## config.mk

```make
export PLATFORM = sky130hd
export DESIGN_NAME = pipe_hazard_tracker
export DESIGN_NICKNAME = d
export VERILOG_FILES = /design/src/rtl/pipe_hazard_tracker.sv
export SDC_FILE = /design/constraint.sdc
export NUM_CORES = 1
export LEC_CHECK = 0
export ABC_AREA = 1
export CAP_MARGIN = 20
export CORE_MARGIN = 2
export CORE_UTILIZATION = 35
export CTS_CLUSTER_DIAMETER = 50
export CTS_CLUSTER_SIZE = 20
export DETAILED_ROUTE_END_ITERATION = 7
export PLACE_DENSITY_LB_ADDON = 0.3
export SYNTH_ARGS = -nofsm -noshare
export SYNTH_HDL_FRONTEND = slang
export SYNTH_SLANG_ARGS = --single-unit
```

## constraint.sdc

```tcl
create_clock -name clk -period 2.4 [get_ports clk]
set_clock_uncertainty 0.1 [all_clocks]
set_input_delay 0.48 -clock clk [delete_from_list [all_inputs] [get_ports clk]]
set_output_delay 0.48 -clock clk [all_outputs]
set_load 0.05 [all_outputs]
```

## src/rtl/pipe_hazard_tracker.sv

```systemverilog
// rtl/pipe_hazard_tracker.sv - in-flight destination tracker: load-use stall, flush, registered forward selects.
// Optional HAZARD_STATS_EN adds saturating stall/flush event counters.
module pipe_hazard_tracker #(
  parameter int NUM_REGS    = 32,
  parameter int ZERO_REG    = 31,
  parameter int MEM_LAT     = 1,
  parameter int FLUSH_DEPTH = 1,
  localparam int RAW = $clog2(NUM_REGS),
  localparam int D   = MEM_LAT + 2,
  localparam int SW  = $clog2(D),
  localparam int CW  = $clog2(D + 1)
) (
  input  logic           clk,
  input  logic           reset,
  input  logic           issue_valid,
  input  logic [RAW-1:0] issue_rs1,
  input  logic           issue_rs1_used,
  input  logic [RAW-1:0] issue_rs2,
  input  logic           issue_rs2_used,
  input  logic [RAW-1:0] issue_rd,
  input  logic           issue_rd_we,
  input  logic           issue_load,
  input  logic           flush,
  output logic           stall,
  output logic [SW-1:0]  fwd_a_sel,
  output logic [SW-1:0]  fwd_b_sel,
`ifdef HAZARD_STATS_EN
  output logic [15:0]    stat_stall_cycles,
  output logic [15:0]    stat_flushes,
`endif
  output logic [CW-1:0]  inflight
);

  localparam logic [RAW-1:0] ZR = RAW'(ZERO_REG);

  logic [D-1:0]          slot_valid, slot_we, slot_load;
  logic [D-1:0][RAW-1:0] slot_rd;
  logic [D-1:0]          nxt_valid, nxt_we, nxt_load;
  logic [D-1:0][RAW-1:0] nxt_rd;
  logic [CW-1:0]         nxt_count;

  logic          a_ld_early, b_ld_early;
  logic [SW-1:0] a_sel, b_sel;
  logic          accept;

  // Slot D-1 is retiring into the write-through register file, so it never
  // forwards; scanning downward leaves the youngest (lowest index) match.
  always_comb begin
    a_ld_early = 1'b0;
    b_ld_early = 1'b0;
    a_sel      = '0;
    b_sel      = '0;
    for (int k = D - 2; k >= 0; k--) begin
      if (slot_valid[k] && slot_we[k] && issue_rs1_used && issue_rs1 != ZR &&
          slot_rd[k] == issue_rs1) begin
        a_sel      = SW'(k + 1);
        a_ld_early = slot_load[k] && (k < D - 2);
      end
      if (slot_valid[k] && slot_we[k] && issue_rs2_used && issue_rs2 != ZR &&
          slot_rd[k] == issue_rs2) begin
        b_sel      = SW'(k + 1);
        b_ld_early = slot_load[k] && (k < D - 2);
      end
    end
  end

  assign stall  = issue_valid && !flush && (a_ld_early || b_ld_early);
  assign accept = issue_valid && !stall && !flush;

  always_comb begin
    nxt_valid    = '0;
    nxt_we       = slot_we;
    nxt_load     = slot_load;
    nxt_rd       = slot_rd;
    nxt_valid[0] = accept;
    nxt_we[0]    = issue_rd_we;
    nxt_load[0]  = issue_load;
    nxt_rd[0]    = issue_rd;
    for (int k = 1; k < D; k++) begin
      nxt_valid[k] = slot_valid[k-1] && !(flush && ((k - 1) < FLUSH_DEPTH));
      nxt_we[k]    = slot_we[k-1];
      nxt_load[k]  = slot_load[k-1];
      nxt_rd[k]    = slot_rd[k-1];
    end
    nxt_count = '0;
    for (int k = 0; k < D; k++) begin
      nxt_count = nxt_count + CW'(nxt_valid[k] && nxt_we[k]);
    end
  end

  always_ff @(posedge clk) begin
    slot_we   <= nxt_we;
    slot_load <= nxt_load;
    slot_rd   <= nxt_rd;
    if (reset) begin
      slot_valid <= '0;
      fwd_a_sel  <= '0;
      fwd_b_sel  <= '0;
      inflight   <= '0;
    end else begin
      slot_valid <= nxt_valid;
      fwd_a_sel  <= accept ? a_sel : '0;
      fwd_b_sel  <= accept ? b_sel : '0;
      inflight   <= nxt_count;
    end
  end

`ifdef HAZARD_STATS_EN
  always_ff @(posedge clk) begin
    if (reset) begin
      stat_stall_cycles <= '0;
      stat_flushes      <= '0;
    end else begin
      if (stall && stat_stall_cycles != 16'hFFFF) stat_stall_cycles <= stat_stall_cycles + 16'd1;
      if (flush && stat_flushes != 16'hFFFF)      stat_flushes      <= stat_flushes + 16'd1;
    end
  end
`endif

endmodule

```

### Yosys cells after proc, flatten, opt, wreduce, memory -nomap -nowiden

Index checks and enable logic that the tools add are counted.
Widths: inputs -> output; s select.

| word-level totals | value |
|---|---|
| register bits | 21 |
| input bits | 23 |

| cells by class | value |
|---|---|
| equal/unequal tests | 6 |
| bitwise logic cells | 1 |
| multiplexer cells | 6 |
| $add $sub $neg | 2 |
| reductions and logical operators | 27 |

Operators by type and width:

| operator | number |
|---|---|
| $logic_and 1x1->1 | 21 |
| $eq 5x5->1 | 4 |
| $ne 5x5->1 const B | 2 |
| $reduce_or 3->1 | 2 |
| $mux 1 | 4 |
| $mux 2 | 2 |
| $add 1x1->2 | 1 |
| $add 2x1->2 | 1 |
| $logic_not 1->1 | 2 |
| $reduce_or 2->1 | 1 |
| $logic_or 1x1->1 | 1 |
| $not 1->1 | 1 |

### Depth between registers and ports, before layout

| depth | value |
|---|---|
| depth after elaboration | 13 |
| mapped depth | 14 |

### Least setup slack after synthesis

No wires, ideal clock.

| timing | value |
|---|---|
| path kind | input to output |
| from | input issue_rs1[0] |
| to | output stall |
| required time | 1,820 ps |
| path slack | 222 ps |
| buffers on the path | 0 |
| stages | 9 |
| arrival | 1,598 ps |
| cell sequence | inv_2 > nor2_1 > nor2_1 > nand2_1 > nor2_2 > nand2_2 > nand2_2 > nand2_4 > nor3_2 |

| on the way | value |
|---|---|
| longest elaborated chain between the ends | 6 |
| elaborated cells between the ends (all ways) | 7 |

RTL lines:

| item | line | RTL |
|---|---|---|
| start, declared | 16 | `input logic [RAW-1:0] issue_rs1,` |
| $ne 5x5->1 | 54 | `if (slot_valid[k] && slot_we[k] && issue_rs1_used && issue_rs1 != ZR &&` |
| $logic_and 1x1->1 | 54 |  |
| $logic_and 1x1->1 (*) | 54 |  |
| $mux 1 (*) | 54 |  |
| $logic_or 1x1->1 (*) | 67 | `assign stall = issue_valid && !flush && (a_ld_early \|\| b_ld_early);` |
| $logic_and 1x1->1 (*) | 67 |  |
| end, declared | 24 | `output logic stall,` |

Mark *: on every way between the ends. The rest lies on a longest branch, timed or not.

### Worst setup path after layout

| timing | value |
|---|---|
| from | input issue_rs1[1] |
| to | output stall |

The elaborated chain is that of the path after synthesis.

==> reports/metrics.yaml <==
hold_slack_ns: 0.261
p_leak_nw: 0.713
clockBufferDepth: 2
drive_above_1_share_pct: 20.5
hold_path.class: "reg2reg"
final_common_cell: "nand2_1"
rsz0062_at_grt: "false"
place_inst: 196
timing.final.crit_share_pct: 95.5
clkTransAtPathRegs_ns: 0.12
max_cap_violations: 0
grt_overflow: 0
clkLatencyLatePin_ns: 0.30
firstDrtPassIters: 3
core_area_um2: 2520
max_slew.worst_pin.slew_ns: 0.498
crit_buf_inv: 2
die_area_um2: 3170
htreeDepth: 1
rr_worst_depth: 12
antenna_found_initial: 0
antennaDiodeCount: 0
pin_count: 30
cp_slowest_cell: "dlygate4sd2_1"
slew_headroom_pct: 66.7
root_buffer: "clkbuf_4"
yosysSeqAreaShare_pct: 44.0
area_delta_synth_final_pct: 50.0
end_kind: "output port"
cp_cell_sequence: "dlygate4sd2_1 -> xnor2_1 -> nand2_1 -> nor2_1 -> nand2_2 -> nand2_2 -> nand2_4 -> nor3_4 -> buf_12"
max_freq_ghz: 0.436
finalPower_mw: 0.651
crit_arrival_ns: 1.71
hpwl_mm: 1.55
grt_max_degree: 13
routedWlPerCell_um: 9.23
worst_path_dominant_cell_family: "simple AND/OR/NAND/NOR gates"
syn_area_um2: 956
route.vias.total: 849
period_minus_slack_ns: 2.29
powerDensity_nw_per_um2: 454
routed_wl_mm: 1.86
n_fill_cell: 247
critical_path.max_stage_delay_ns: 0.27
worstSetupPathType: "in2out"
r2r_start: "slot_valid[0]"
die_w_um: 56.3
io_buffer_count: 29
cts_tree: "built"
top_layer: "met4"
hold_end: "slot_we[1]"
setup_viol: 0
hp-start: "slot_we[0]"
hold_path_depth: 0
r2r-end: "inflight[0]"
mappedNetlistNets: 147
drt-met1-wl_um: 922
dpl-instance-area_um2: 1400
layout.cells.non_filler: 201
outcome: "complete, no violations"
routabilityCongestion: 0.846
detail-route-antenna-nets: 0
grt_pass1_vias: 822
synth_cells: 123
finalMaxSlewViolations: 0
ys_types: 17
fin_setup_tns_ns: 0
synth-seq-cells: 21
route.met2.wl_um: 839
synth_warnings: 0
worst_ep_required_time_ns: 1.82
start_util_pct: 37.9
synth_async_sr_flop_share_pct: 0
cts_inserted_buffers: 3
die_h_um: 56.3
seq_area_um2: 422
drt_iter0_markers: 4
crit_path_start_kind: "input pin"
synth_flop_cell: "dfxtp_1"
grt_pass1_wl_mm: 3.34
grt_usage_pct: 13.0
row_count: 18
multi_input_comb_area_um2: 459
synth_edf_count: 0
via_per_inst: 4.22
clock-sinks: 21
drc: 0
hold_violations: 0
ir_drop_mv: 0.237
finalInstanceArea_um2: 1430
syn_avg_cell_area_um2: 7.77
nNetsFinal: 196
cp_common_cell: "nand2_2"
wl_met3_um: 70
cp_max_fo: 3
r2r_slack_ns: 0.53
final_cell_mix: "29 x nand2_1, 20 x inv_1, 20 x dfxtp_1"
## layer usage
metal,track usage [%],vias to the layer above
met2,22.0,16
met4,4.08,0
li1,-,464
met3,2.53,4
met1,16.7,365
met5,0,-
## cells in the mapped netlist, types with 2 or more instances
cell      n  area, µm²
xnor2_1  11       96.3
nand3_1   3       15.0
nand2_2   3       18.8
nor2_1   15       56.3
dfxtp_1  21        420
nand4_1   2       12.5
xor2_1    3       26.3
nor2_2    6       37.5
inv_1    21       78.8
nor3_1    3       15.0
nand2_1  29        109
## per-stage QoR
stage / setup slack (ns) / util (%)
after floorplan: 0.222 / -
after global placement: -0.0713 / 55.5
after detailed placement: -0.105 / 55.5
after CTS: 0.0348 / 56.3
after global routing: 0.00285 / 56.8
final: 0.107 / 56.8
## area by class of cell
| class | instances | area share, % |
|---|---|---|
| Inverter | 22 | 5.76 |
| Clock buffer | 3 | 1.57 |
| Timing Repair Buffer | 44 | 28.3 |
| Tap cell | 30 | 2.62 |
| Sequential cell | 21 | 29.4 |
| Multi-Input combinational cell | 80 | 32.0 |
| Clock inverter | 1 | 0.349 |
## sequential cells by signal (all words and copies together), names as in the netlist
signal	flops
nxt_rd	10
fwd_a_sel	2
fwd_b_sel	2
inflight	2
slot_valid	2
slot_we	2
slot_load	1
## timing repair
item / 4_1_cts / 5_1_grt
endpoints found under the setup margin: 1 / 1
setup buffers: 0 / 1
gates resized for setup: 11 / 4
hold buffers: 0 / 0
pin swaps: 0 / 8
## power by group
| group | leakage [nW] | switching (mW) | internal [mW] | total [mW] |
|---|---|---|---|---|
| combinational | 0.521 | 0.0472 | 0.0631 | 0.110 |
| sequential | 0.174 | 0.0107 | 0.362 | 0.373 |
| clock | 0.0177 | 0.106 | 0.0620 | 0.168 |
## kinds of logic (layout without fill, tap and decap cells)
family	Yosys count	in the layout	share of synthesized area [%]
flops	21	21	44.0
fa+ha+maj	1	1	2.09
simple gates	65	65	32.5
buf+inv	22	70	8.64
xor+xnor	14	14	12.8
## worst max path at each step
stage / depth (start not counted) / startpoint / to
2_1_floorplan: 9 / issue_rs1[0] / stall
3_3_place_gp: 12 / issue_rs1[4] / stall
3_5_place_dp: 9 / issue_rs2[0] / stall
4_1_cts: 10 / issue_rs2_used / stall
5_1_grt: 12 / issue_rs1[4] / stall
6_report: 9 / issue_rs1[1] / stall
No activity file was read; power rests on OpenSTA's default activity.
